## src/rtl/agusec_fault_pkg.sv

```systemverilog
// Shared definitions for the AGU security fault stage: fault codes, the fault
// record layout and the capability tag position.
package agusec_fault_pkg;

    localparam int TAG_BIT    = 64;
    localparam int PTR_W      = 65;
    localparam int REC_ID_W   = 9;
    localparam int REC_ADDR_W = 44;

    typedef enum logic [1:0] {
        FLT_NONE   = 2'b00,
        FLT_BOUNDS = 2'b01,
        FLT_TAG    = 2'b10,
        FLT_BOTH   = 2'b11
    } flt_code_e;

    typedef struct packed {
        logic [REC_ID_W-1:0]   id;
        logic [REC_ADDR_W-1:0] addr;
        flt_code_e             code;
    } flt_rec_t;

    // Plain ops (chk=0) never fault regardless of verdict or tag.
    function automatic flt_code_e fault_code(input logic chk, input logic secq, input logic tag);
        return flt_code_e'({chk & ~tag, chk & ~secq});
    endfunction

endpackage

```

## src/rtl/agusec_fault_fifo.sv

```systemverilog
// Small synchronous FIFO for fault records; head is read straight from storage.
module agusec_fault_fifo #(
    parameter int W     = 8,
    parameter int DEPTH = 4,
    localparam int AW   = $clog2(DEPTH),
    localparam int CW   = AW + 1
) (
    input  logic          clk,
    input  logic          rst,
    input  logic          flush,
    input  logic          push,
    input  logic          pop,
    input  logic [W-1:0]  din,
    output logic [W-1:0]  dout,
    output logic [CW-1:0] count
);

    logic [W-1:0]  mem [DEPTH];
    logic [AW-1:0] rd_ptr;
    logic [AW-1:0] wr_ptr;
    logic          do_push;
    logic          do_pop;

    always_comb begin
        do_push = push & (count < CW'(DEPTH));
        do_pop  = pop & (count != '0);
    end

    assign dout = mem[rd_ptr];

    // Pointers wrap naturally because DEPTH is a power of two.
    always_ff @(posedge clk) begin
        if (rst) begin
            rd_ptr <= '0;
            wr_ptr <= '0;
            count  <= '0;
            for (int i = 0; i < DEPTH; i++) begin
                mem[i] <= '0;
            end
        end else if (flush) begin
            rd_ptr <= '0;
            wr_ptr <= '0;
            count  <= '0;
        end else begin
            if (do_push) begin
                mem[wr_ptr] <= din;
                wr_ptr      <= wr_ptr + 1'b1;
            end
            if (do_pop) begin
                rd_ptr <= rd_ptr + 1'b1;
            end
            if (do_push && !do_pop) begin
                count <= count + 1'b1;
            end else if (do_pop && !do_push) begin
                count <= count - 1'b1;
            end
        end
    end

endmodule

```

## src/rtl/agusec_fault_stage.sv

```systemverilog
// Stage after the AGU range check: registers each op, derives its fault code,
// queues fault records for retire and keeps a saturating debug fault count.
module agusec_fault_stage
    import agusec_fault_pkg::*;
#(
    parameter int ID_W   = 9,
    parameter int ADDR_W = 44,
    parameter int DEPTH  = 4,
    parameter int CNT_W  = 16
) (
    input  logic              clk,
    input  logic              rst,
    input  logic              in_en,
    output logic              in_rdy,
    input  logic [ID_W-1:0]   in_id,
    input  logic [64:0]       in_ptr,
    input  logic [ADDR_W-1:0] in_addr,
    input  logic              in_chk,
    input  logic              in_secq,
    output logic              out_en,
    output logic [ID_W-1:0]   out_id,
    output logic [ADDR_W-1:0] out_addr,
    output logic              out_fault,
    input  logic              out_stall,
    output logic              flt_en,
    output logic [ID_W-1:0]   flt_id,
    output logic [ADDR_W-1:0] flt_addr,
    output logic [1:0]        flt_code,
    input  logic              flt_ack,
    input  logic              flush,
    output logic [CNT_W-1:0]  flt_cnt
);

    localparam int CW    = $clog2(DEPTH) + 1;
    localparam int REC_W = ID_W + ADDR_W + 2;

    flt_code_e         code;
    logic              fault;
    logic              accept;
    logic              push;
    logic              pop;
    logic [CW-1:0]     fifo_cnt;
    logic [REC_W-1:0]  fifo_head;
    logic              unused_ptr;

    assign unused_ptr = ^in_ptr[63:0];

    // A full FIFO blocks every op so that no fault record can ever be lost.
    assign in_rdy = ~out_stall & (fifo_cnt < CW'(DEPTH));
    assign code   = fault_code(in_chk, in_secq, in_ptr[TAG_BIT]);
    assign fault  = |code;
    assign accept = in_en & in_rdy & ~flush;
    assign push   = accept & fault;
    assign pop    = flt_ack & flt_en;

    assign flt_en                       = (fifo_cnt != '0);
    assign {flt_id, flt_addr, flt_code} = fifo_head;

    agusec_fault_fifo #(
        .W     (REC_W),
        .DEPTH (DEPTH)
    ) u_fifo (
        .clk   (clk),
        .rst   (rst),
        .flush (flush),
        .push  (push),
        .pop   (pop),
        .din   ({in_id, in_addr, code}),
        .dout  (fifo_head),
        .count (fifo_cnt)
    );

    // Flush only drops the valid bit; data registers may keep stale contents.
    always_ff @(posedge clk) begin
        if (rst) begin
            out_en    <= 1'b0;
            out_id    <= '0;
            out_addr  <= '0;
            out_fault <= 1'b0;
        end else if (flush) begin
            out_en <= 1'b0;
        end else if (!out_stall) begin
            out_en <= accept;
            if (accept) begin
                out_id    <= in_id;
                out_addr  <= in_addr;
                out_fault <= fault;
            end
        end
    end

    always_ff @(posedge clk) begin
        if (rst) begin
            flt_cnt <= '0;
        end else if (push && (flt_cnt != '1)) begin
            flt_cnt <= flt_cnt + 1'b1;
        end
    end

endmodule

```

## config.mk

```make
export PLATFORM = sky130hd
export DESIGN_NAME = agusec_fault_stage
export DESIGN_NICKNAME = d
export VERILOG_FILES = /design/src/rtl/agusec_fault_pkg.sv /design/src/rtl/agusec_fault_fifo.sv /design/src/rtl/agusec_fault_stage.sv
export SDC_FILE = /design/constraint.sdc
export NUM_CORES = 1
export LEC_CHECK = 0
export CAP_MARGIN = 25
export CORE_ASPECT_RATIO = 2
export CORE_MARGIN = 2
export CORE_UTILIZATION = 56
export DETAILED_ROUTE_END_ITERATION = 7
export GPL_TIMING_DRIVEN = 0
export PLACE_DENSITY_LB_ADDON = 0.2
export SLEW_MARGIN = 20
export SYNTH_ARGS = -nofsm -noshare
export SYNTH_HDL_FRONTEND = slang
export SYNTH_SLANG_ARGS = --single-unit
```

## constraint.sdc

```tcl
create_clock -name clk -period 7.1 [get_ports clk]
set_input_delay 1.42 -clock clk [delete_from_list [all_inputs] [get_ports clk]]
set_output_delay 1.42 -clock clk [all_outputs]
set_load 0.1 [all_outputs]
```

**Yosys cells after proc, flatten, opt, wreduce, memory -nomap -nowiden**

Memory sizes are Yosys's and may differ from the RTL's. A register that Yosys moved wholly into a read port is not among the register bits.
Cells that the tools add are included.

- Add/subtract/negate cells: 5
- $lt $le $gt $ge: 1
- Eq/ne operators: 1
- Mux-type cells: 13
- Bitwise logic cells: 13
- Reduce and logical (&&, ||, !) cells: 11

Operators with widths:

| operator | count |
|---|---|
| $mux 55 | 1 |
| $reduce_or 55->1 | 1 |
| $add 16x1->16 const B | 1 |
| $ne 16x16->1 const B | 1 |
| $and 1x1->1 | 9 |
| $mux 1 | 7 |
| $mux 2 | 3 |
| $mux 3 | 2 |
| $add 2x1->2 const B | 2 |
| $not 1->1 | 4 |
| $reduce_or 2->1 | 2 |
| $add 3x1->3 const B | 1 |
| $logic_and 1x1->1 | 3 |
| $lt 3x3->1 const B | 1 |
| $reduce_and 3->1 | 1 |
| $reduce_bool 3->1 | 1 |
| $sub 3x1->3 const B | 1 |
| $logic_not 1->1 | 2 |
| $reduce_bool 2->1 | 1 |

- Register bits after elaboration: 78
- Memory bits (writable): 220
- Input bits: 126
- Memories kept: 1

Memories:

| memory | words | bits a word | rd ports | clocked after memory_dff | write ports | RTL line | RTL |
|---|---|---|---|---|---|---|---|
| u_fifo.mem | 4 | 55 | 1 | 1 | 4 | agusec_fault_fifo.sv:18 | `logic [W-1:0] mem [DEPTH];` |

**Longest topological paths before layout**

- Word-level depth: 12
- Depth in mapped cells: 10
- Depth with buffers taken out: 9

**Hierarchy**

From an unflattened synthesis, not the netlist that was laid out.

- Cells, all modules: 920
- Area, all modules: 12,619.6 um2

Modules (own cells, without submodules):

| module | instances | cells an instance | area an instance (um2) |
|---|---|---|---|
| agusec_fault_fifo | 1 | 584 | 9,877.0 |
| agusec_fault_stage | 1 | 336 | 2,742.6 |

**Worst setup path after synthesis**

OpenSTA, ideal clock, no wires.

- Path kind: input to register
- From: input port out_stall
- To: memory u_fifo.mem[1][0] in the netlist's numbering, enable pin
- Library setup time: 479 ps
- Arrival time: 4,783 ps
- Required time: 6,621 ps
- Slack: 1,837 ps
- Stages on the path: 4
- Cell sequence: nor4b_1 -> clkbuf_1 -> nand3_1 -> o21bai_1

RTL lines:

| item | RTL line | RTL |
|---|---|---|
| from (decl) | agusec_fault_stage.sv:24 | `input logic out_stall,` |
| to (decl) | agusec_fault_fifo.sv:18 |  |

==> results.cfg <==
[grt]
grt_pass1_vias = 8396
met1_usage = 0.289
antenna_found_initial = 0
grt_use_met3 = 0.0361
use_met2 = 0.453
grt.busiest_layer = met2
grt_max_degree = 36
gr-total-overflow = 0
track_usage = 0.251
grt_pass1_wl_um = 44500

[pwr]
switching_share = 0.244
internal_power_mw = 2.84
peakVddDrop_mv = 0.243
p_leak_nw = 5.81
p_seq_frac = 0.518
finalPower_mw = 3.75
pwr-share-clk = 0.375
net-switching-power_mw = 0.915
power_frac_comb = 0.107
powerDensity_nw_per_um2 = 237

[floorplan]
core_area_um2 = 22200
die_area_um2 = 23900
start_util = 0.570
fp.dieW_um = 110
die_h_um = 216
rows = 77
io_pins = 254

[logic_synthesis]
yosysSeqAreaShare = 0.650
yosys_warnings = 0
synth_edf_count = 220
synth_area_um2 = 12600
synth-async-reset-ratio = 0
ys_types = 43
postSynthCellCount = 925
synth_seq_cells = 300
synth_area_per_cell_um2 = 13.7
syn-num-nets = 1054
synth_flop_cell = edfxtp_1

[timing]
period_needed_ns = 4.87
rsz0062_at_grt = false
slew_headroom = 0.285
skew_ns = 0.00544
setup_tns_ns = 0
hold_violations = 0
finalSetupViolCount = 0
max_slew.worst_pin.slew_ns = 1.07
max_freq_mhz = 205
maxSlewViolCount = 0
fin_crit_sh = 0.686

[clock_network]
cts_buffer_depth = 3
tritoncts = built
clockRootBuffer = clkbuf_16
ctsResizeCount = 0
h-tree-depth = 1
clk_pin_slew_ns = 0.07
cts-hold-fix-buffers = 0
cts_setup_buffers = 0
clock_latency_ns = 0.54
clock_sinks = 300
cts_buffers = 26

[hold_path]
min_from = out_id[0]$_SDFFE_PP0P_
holdPathEnd = out_id[0]$_SDFFE_PP0P_
hold_class = flip-flop to flip-flop
hold_depth = 2

[drt]
dr.pass1.iters = 5
vias = 8113
drc_errors = 0
routed_wl_um = 29500
wl_per_cell_um = 20.4
drtAntennaViolNets = 0
via_per_inst = 5.62
drt_iter0_markers = 443

[worst_setup_path]
ff2ff_setup_slack_ns = 3.88
cp_max_fo = 10
rr_startpoint = u_fifo.count[2]$_SDFFE_PP0P_
required_ns = 5.68
cp.arrival_ns = 3.45
rr_worst_depth = 7
reg2reg_to = u_fifo.mem[2][34]$_SDFFCE_PN0P_
worst_path_most_repeated_cell = clkbuf_1
end_kind = primary output
cp_cell_sequence = clkbuf_1, clkbuf_1, mux4_2, clkdlybuf4s50_1
critPathLaunchType = flip-flop
worstSetupPathType = flip-flop to primary output
slowest_stage = clkdlybuf4s50_1
cp_slowest_stage_delay_ns = 1.20

[finish]
n_antenna_cell = 0
num-nets-final = 1276
layout-drive-gt1-share = 0.113
area_growth_pct = 25.5
finish.instance_area_um2 = 15900

[placement]
dpl.hpwl_um = 19700
io_buffers = 189
place_congestion = 0.841
place_area_um2 = 15000

[job]
max_cap_violations = 0

[outcome]
outcome = complete, no violations
-- metrics by stage --
stage,setup slack (ns),std cells,hold slack (ns),utilization
after floorplan,1.84,925,0.485,-
after global placement,-1.26,1390,0.441,0.671
after detailed placement,2.31,1395,0.445,0.677
after CTS,2.16,1443,0.455,0.715
after global routing,2.06,1443,0.478,0.715
final,2.23,1443,0.453,0.715
-- critical path, delay by kind of cell, from the launching register on --
kind     cells  cell delay, ns
buf+inv      3            2.28
flops        1            0.31
mux          1            0.33
-- synth_stat cells, types with 6 or more instances --
master	n	area share
edfxtp_1	220	0.52
and2_1	159	0.079
nand2_1	113	0.034
dfxtp_1	80	0.13
a21oi_1	64	0.025
and3_1	55	0.027
mux4_2	55	0.098
clkbuf_1	42	0.012
nor2_1	20	0.0059
buf_6	10	0.0089
nor2b_1	10	0.0050
nand3_1	9	0.0036
mux2_2	7	0.0062
buf_2	6	0.0024
nor4_1	6	0.0030
or4_1	6	0.0036
-- metal layers --
metal | share of wire | vias to the layer above
met1 | 0.37 | 4006
met3 | 0.052 | 55
met2 | 0.55 | 251
met4 | 0.033 | 0
li1 | - | 3801
met5 | 0 | -
-- sequential cells by signal (all words and copies together), names as in the netlist, named ones only --
name	count
flt_cnt	16
out_addr	44
out_en	1
out_fault	1
out_id	9
u_fifo.count	3
u_fifo.mem	220
u_fifo.rd_ptr	2
u_fifo.wr_ptr	2
-- worst max-delay path by stage --
stage	from	endpoint	slack [ns]
final	flip-flop	flt_addr[37]	2.23
after global routing	flip-flop	flt_addr[4]	2.06
after CTS	flip-flop	flt_addr[40]	2.16
after detailed placement	in_secq	u_fifo.count[2]$_SDFFE_PP0P_	2.31
after floorplan	out_stall	u_fifo.mem[1][0]$_SDFFCE_PN0P_	1.84
after global placement	out_stall	u_fifo.mem[1][31]$_SDFFCE_PN0P_	-1.26
-- cell usage in the layout (no fill, tap or decap), types with 10 or more instances in the layout --
master             n
buf_6             10
clkbuf_1          49
nand2_1          113
nor2_1            20
clkbuf_16         27
clkdlybuf4s50_1  189
and2_1           159
a21oi_1           64
and3_1            55
nor2b_1           10
edfxtp_1         220
dfxtp_1           80
mux4_2            55
-- cell type report --
class                      instances  area, µm²
sequential                       300       8210
fill                            1569       6300
multi-input combinational        554       4100
timing repair buffer             194       1990
clock buffer                      40        785
tap                              276        345
buffer                            66        340
clock inverter                     8       67.6
inverter                           5       18.8
-- power by group through the flow --
stage	Combinational [mW]	Sequential [mW]	Clock, mW
5_1_grt	0.416	1.95	1.49
4_1_cts	0.403	1.94	1.43
6_report	0.400	1.94	1.41
3_3_place_gp	0.391	1.99	0
3_5_place_dp	0.402	1.98	0
2_1_floorplan	0.188	2.05	0
-- cell families (layout without fill, tap and decap cells) --
| kind of cell | count (synthesis) | after routing | share of synthesized area |
|---|---|---|---|
| AOI/OAI and AO/OA | 79 | 79 | 0.0337 |
| xor gates and xnor gates | 6 | 6 | 0.00416 |
| adders and majority gates | 3 | 3 | 0.00356 |
| buffers and inverters | 71 | 313 | 0.0284 |
| DFF | 300 | 300 | 0.650 |
| muxes | 63 | 63 | 0.105 |
| and+or+nand+nor | 403 | 403 | 0.175 |
(Power assumes the default switching activity.)
